==> src/rtl/bus_slave_regs.sv <==
// Register-file bus slave: R0..R6 read/write, R7 read-only access counter.
// Each access waits WAIT_CYCLES cycles, then answers with a one-cycle rdy_.
`ifndef WORD_ADDR_BUS
`define WORD_ADDR_BUS 29:0
`endif
`ifndef WORD_DATA_BUS
`define WORD_DATA_BUS 31:0
`endif
`ifndef ENABLE_
`define ENABLE_ 1'b0
`endif
`ifndef DISABLE_
`define DISABLE_ 1'b1
`endif
`ifndef READ
`define READ 1'b1
`endif
`ifndef WRITE
`define WRITE 1'b0
`endif

module bus_slave_regs #(
    parameter int WAIT_CYCLES = 2
) (
    input  logic                  clk,
    input  logic                  reset,
    input  logic                  cs_,
    input  logic                  as_,
    input  logic                  rw,
    input  logic [`WORD_ADDR_BUS] addr,
    input  logic [`WORD_DATA_BUS] wrData,
    output logic [`WORD_DATA_BUS] rdData,
    output logic                  rdy_
);

    typedef enum logic [1:0] {
        IDLE,
        WAIT,
        ACK
    } state_t;

    localparam logic [3:0] WAIT_LOAD =
        (WAIT_CYCLES > 0) ? 4'(WAIT_CYCLES - 1) : 4'd0;

    state_t      state;
    logic [3:0]  wait_cnt;
    logic [2:0]  sel;
    logic        is_read;
    logic [31:0] wdata;
    logic [31:0] regs [0:6];
    logic [15:0] acc_count;

    logic        req;
    logic [2:0]  ack_sel;
    logic        ack_read;
    logic [31:0] ack_value;
    logic        unused_addr;

    assign req = (cs_ == `ENABLE_) && (as_ == `ENABLE_);
    assign unused_addr = ^addr[29:3];

    // With no wait cycles, ACK is entered straight from IDLE, so the
    // read value must come from the live inputs rather than the latches.
    assign ack_sel  = (state == IDLE) ? addr[2:0] : sel;
    assign ack_read = (state == IDLE) ? (rw == `READ) : is_read;

    always_comb begin
        ack_value = '0;
        if (ack_read) begin
            if (ack_sel == 3'd7)
                ack_value = {16'h0000, acc_count};
            else
                ack_value = regs[ack_sel];
        end
    end

    always_ff @(posedge clk) begin
        if (reset) begin
            state     <= IDLE;
            rdy_      <= `DISABLE_;
            rdData    <= '0;
            wait_cnt  <= '0;
            acc_count <= '0;
            sel       <= '0;
            is_read   <= 1'b0;
            wdata     <= '0;
            for (int i = 0; i < 7; i++)
                regs[i] <= '0;
        end else begin
            unique case (state)
                IDLE: begin
                    if (req) begin
                        sel     <= addr[2:0];
                        is_read <= (rw == `READ);
                        wdata   <= wrData;
                        if (WAIT_CYCLES == 0) begin
                            state  <= ACK;
                            rdy_   <= `ENABLE_;
                            rdData <= ack_value;
                        end else begin
                            state    <= WAIT;
                            wait_cnt <= WAIT_LOAD;
                        end
                    end
                end
                WAIT: begin
                    if (!req) begin
                        state    <= IDLE;
                        wait_cnt <= '0;
                    end else if (wait_cnt == 4'd0) begin
                        state  <= ACK;
                        rdy_   <= `ENABLE_;
                        rdData <= ack_value;
                    end else begin
                        wait_cnt <= wait_cnt - 4'd1;
                    end
                end
                ACK: begin
                    state     <= IDLE;
                    rdy_      <= `DISABLE_;
                    rdData    <= '0;
                    acc_count <= acc_count + 16'd1;
                    if (!is_read && sel != 3'd7)
                        regs[sel] <= wdata;
                end
                default: begin
                    state <= IDLE;
                end
            endcase
        end
    end

endmodule
==> config.mk <==
export PLATFORM = sky130hd
export DESIGN_NAME = bus_slave_regs
export DESIGN_NICKNAME = d
export VERILOG_FILES = /design/src/rtl/bus_slave_regs.sv
export SDC_FILE = /design/constraint.sdc
export NUM_CORES = 1
export LEC_CHECK = 0
export BUFFER_PORTS_ARGS = -buffer_cell sky130_fd_sc_hd__buf_2
export CAP_MARGIN = 15
export CORE_AREA = 2 2 167 169
export CTS_BUF_LIST = sky130_fd_sc_hd__clkbuf_8
export DETAILED_ROUTE_END_ITERATION = 16
export DIE_AREA = 0 0 169 171
export GPL_ROUTABILITY_DRIVEN = 1
export PLACE_DENSITY = 0.8
export SYNTH_ARGS = -nofsm -noshare
export SYNTH_HDL_FRONTEND = slang
export SYNTH_SLANG_ARGS = --single-unit
export TNS_END_PERCENT = 1
==> constraint.sdc <==
create_clock -name clk -period 2.75 [get_ports clk]
set_input_delay 0 -clock clk [delete_from_list [all_inputs] [get_ports clk]]
set_output_delay 0 -clock clk [all_outputs]
set_load 0.01 [all_outputs]
Word level (Yosys, flattened, before mapping)
Memory sizes are Yosys's and may differ from the RTL's.
Index checks and enable logic that the tools add are counted.

storage, ports and cells
  register bits after elaboration = 91
  memory bits (writable) = 224
  input port bits = 67
  output and inout bits = 33
  logic and storage cells = 61
  memories kept = 1

memory list
  memory  words  width  rd ports  clocked after Yosys merged registers in  wr ports  line  RTL
  regs    7      32     1         0                                        7         50    logic [31:0] regs [0:6];

operators by class
  add/sub/neg operators = 2
  equality and inequality tests = 9
  muxes and demuxes = 27
  bitwise logic cells = 2
  reductions and logical operators = 12

operators by type and width
  operator                                                             count
  32-bit two-way mux                                                   5
  32-bit case mux with 2 select lines                                  1
  32-bit OR reduction                                                  1
  16-bit by 1-bit adder with 16-bit output (second input constant)     1
  4-bit two-way mux                                                    3
  1-bit two-way mux                                                    10
  3-bit != test (second input constant)                                3
  4-bit case mux with 2 select lines                                   1
  2-bit two-way mux                                                    3
  3-bit two-way mux                                                    2
  2-bit != test (second input constant)                                3
  3-bit AND reduction                                                  2
  4-bit zero test                                                      1
  2-bit case mux with 2 select lines                                   1
  2-bit AND reduction                                                  2
  2-bit nonzero test                                                   2
  4-bit by 1-bit subtractor with 4-bit output (second input constant)  1
  3-bit == test (second input constant)                                1
  2-bit by 1-bit == test with 1-bit output (second input constant)     1
  2-bit == test (second input constant)                                1
  1-bit logical AND                                                    2
  2-bit zero test                                                      1
  1-bit NOT                                                            2
  1-bit case mux with 2 select lines                                   1
  1-bit zero test                                                      1

Longest topological paths before layout
  depth after elaboration = 8
  mapped depth = 10
  depth with buffers taken out = 7

Worst setup path after synthesis
OpenSTA, ideal clock, no wires.

  path kind = register to register
  start point = register state[0]
  end point = memory regs[3][0], enable pin
  setup time = 389 ps
  data arrival time = 2435 ps
  required time = 2361 ps
  setup slack = -74 ps
  stages on the path, launching flop included = 8
  path buffers = 3
  period minus slack after synthesis = 2824 ps
  cells stage by stage = dfxtp_1 -> buf_6 -> buf_2 -> nor4b_2 -> nor2b_1 -> nand3_1 -> clkbuf_1 -> nand2_1

RTL lines
  what                      line  RTL
  start: declaration        45    state_t state;
  start signal: assignment  79    state <= IDLE;
  start signal: assignment  97    state <= ACK;
  start signal: assignment  101   state <= WAIT;
  end: declaration          50

Worst setup path in the final report
  start point = register state[0]
  end point = register rdData[2]

between the ends
  cells in the longest elaborated chain, start to end = 8

RTL lines
  what                                                line    RTL
  2-bit zero test                                     64, 65
  3-bit two-way mux                                   64      assign ack_sel = (state == IDLE) ? addr[2:0] : sel;
  memory 7 x 32 bit or 3-bit == test (tied branches)  -
  32-bit two-way mux                                  70      if (ack_sel == 3'd7)
  32-bit two-way mux                                  69      if (ack_read) begin
  32-bit two-way mux                                  110     end else if (wait_cnt == 4'd0) begin
  32-bit two-way mux                                  107     if (!req) begin
  32-bit case mux with 2 select lines                 90      unique case (state)
  end signal: assignment                              99      rdData <= ack_value;
  end signal: assignment                              113     rdData <= ack_value;
  end: declaration                                    32      output logic [`WORD_DATA_BUS] rdData,

Parallel ways exist; a longest one is shown, timed or not. The select of a mux whose other input is x is not followed.
A chain may end at the register's enable or synchronous reset.

==> results by group <==
Detailed routing
  • Routed len/inst: 19.2 microns
  • Vias/cell: 5.83
  • Drc violations: 0
  • First-pass iteration count of the detailed router: 5
  • Final wirelength: 34,500 microns
  • First-iteration detailed-routing DRC count: 1,156
  • Post-route ant nets: 0
  • Vias post-DR: 10,481

Logic synthesis
  • Netlist Area Pre-Place: 13,100 sq um
  • Seq/Total Area, Yosys: 62.6%
  • Post-synth EDFFs: 192
  • Post-Syn Instances: 1,278
  • Mapped Nets: 1,348
  • Synth Flop Type: edfxtp_1
  • Seq cells post-synth: 315
  • Synth unique cells: 53
  • Mean Syn Cell Area: 10.3 sq um
  • Synth async-reset ratio: 0%
  • Total of warnings raised by yosys: 0

Global routing
  • Grt ovf: 0
  • Initial antenna violation count: 0
  • First-pass GRT wire length: 52,900 microns
  • Vias in the first global route: 9,993
  • Largest net degree at the start of global routing: 49
  • Total GRT Usage: 23.5%

Power and ir drop
  • Leakage: 6.10 nW
  • Max VDD drop: 0.000307 V
  • Power Density: 629 nW/um^2
  • Total power: 9.74 mW

Finish
  • Syn-to-layout area delta: 17.8%
  • Design area: 15,500 sq um
  • Most common cell after layout, fill and taps aside: nor2_1
  • Final Core Density: 56.7%
  • Finished Layout Cells: 1,797
  • Most frequent cells in the layout: nor2_1 (226), nand2_1 (203), edfxtp_1 (192)
  • Share of layout cells above drive strength 1: 14.7%
  • Diode count: 0
  • Filler cell count: 2,288
  • # nets final: 1,481

Critical path
  • Worst reg2reg path depth: 5
  • Worst EP required: 3.20 ns
  • CP Launch Type: flip-flop
  • WP data arrival: 2.93 ns
  • Peak fanout along the critical path: 22
  • Path type of the worst setup path: flip-flop to flip-flop
  • Crit. End Element: flip-flop

Timing
  • Setup-failing EPs final: 0
  • Slew HR: 58.8%
  • Worst Clk Skew: 0.0228 ns
  • Worst-Margin Slew: 0.610 ns
  • Fin worst setup slack: 0.279 ns
  • Slew Viols, Final: 0
  • Maximum clock frequency: 405 MHz
  • RSZ-0062 raised after global routing: false
  • Final worst-path cycle share: 89.9%
  • Final Hold Fails: 0
  • Final worst path period need: 2.47 ns

Die
  • Core area: 27,300 sq um
  • Die height: 171 microns
  • Cell Rows: 61
  • Die W: 169 microns
  • Ports: 100
  • Die ar.: 28,900 sq um
  • Starting Density: 48.1%

CTS
  • H-tree level count: 2
  • Cts hold-fix bufs: 50
  • CTS root buf: clkbuf_8
  • Post-CTS sizing: 0
  • Clk buf depth: 3
  • Postcts setup bufs: 0
  • TritonCTS clock tree: done
  • Worst-Skew Late Latency: 0.58 ns
  • TritonCTS sink count: 315
  • Total CTS buffers: 48
  • Worst-path clk slew: 0.06 ns

Placement
  • DP HPWL: 20,400 microns
  • Dpl cells: 1,657
  • Routability Congestion: 0.854
  • Placed instance area: 14,000 sq um
  • # port buffers: 72
  • Post-Place Setup Slack: 0.347 ns

Hold path
  • Worst Hold Depth: 3
  • Worst Hold Class: input port to flip-flop

Run status
  • Run status: finished clean

Run
  • Max-cap violation count: 0
where the power goes:
| group | internal, mW | total [mW] | switching (mW) |
|---|---|---|---|
| Clock | 2.06 | 3.89 | 1.83 |
| Combinational | 0.239 | 0.664 | 0.425 |
| Sequential | 5.12 | 5.18 | 0.0595 |
through the flow:
stage               setup TNS (ns)  hold slack, ns
global placement                 0           0.245
finish                           0          0.0966
global route                     0           0.119
floorplan                    -1.07           0.136
detailed placement               0           0.249
CTS                              0          0.0698
flip-flops by register name (all words and copies together) (netlist names):
register / flops
acc_count: 16
is_read: 1
rdData: 32
rdy_: 1
regs: 224
sel: 3
state: 2
wait_cnt: 4
wdata: 32
critical path: stages (launching register included):
cell and delay [ns]:
dfxtp_1 0.70, or4bb_1 0.50, nor3_1 0.45, nor3_2 0.09, buf_4 0.28, a211o_1 0.33
synth_stat cells, types with 22 or more instances:
cell | instances | area (sq um)
nor2_1 | 227 | 852
a221oi_1 | 30 | 263
edfxtp_1 | 192 | 5770
buf_2 | 22 | 110
a31oi_1 | 28 | 175
nand3_1 | 41 | 205
nand2_1 | 205 | 769
inv_1 | 41 | 154
o21ai_0 | 24 | 120
mux2i_1 | 43 | 430
dfxtp_1 | 123 | 2460
a21oi_1 | 114 | 571
clkbuf_1 | 54 | 203
final timing paths:
path | slack [ns] | from | to
worst max-delay path | 0.28 | state[0] | rdData[2]
worst max register to register | 0.28 | state[0] | rdData[2]
worst min register to register | 0.46 | wdata[8] | wdata[8]
worst min-delay path | 0.1 | reset | regs[6][24]
metal layers:
metal,up-vias,global-route usage (%),wire length (microns)
met5,-,0,0
met4,0,9.44,909
met3,82,4.77,3240
met2,602,38.2,16400
met1,5049,31.0,13900
li1,4748,-,-
cell type report:
cell class | count | area [sq um] | area share [%]
clock buffer | 56 | 771 | 4.98
clock inverter | 34 | 208 | 1.34
inverter | 41 | 154 | 0.994
multi-input combinational | 833 | 4400 | 28.4
sequential | 315 | 8230 | 53.1
tap | 346 | 433 | 2.80
timing repair buffer | 172 | 1300 | 8.39
cells by family after synthesis:
| group | after synthesis | synth area share (%) |
|---|---|---|
| AND/OR/NAND/NOR | 528 | 16.7 |
| flip-flops | 315 | 62.6 |
| AO/OA/AOI/OAI | 242 | 11.7 |
| buffers and inverters | 130 | 4.21 |
| multiplexers | 46 | 3.62 |
| XOR/XNOR | 14 | 0.933 |
| adder cells (fa/ha/maj) | 3 | 0.286 |
(Power assumes the default switching activity.)
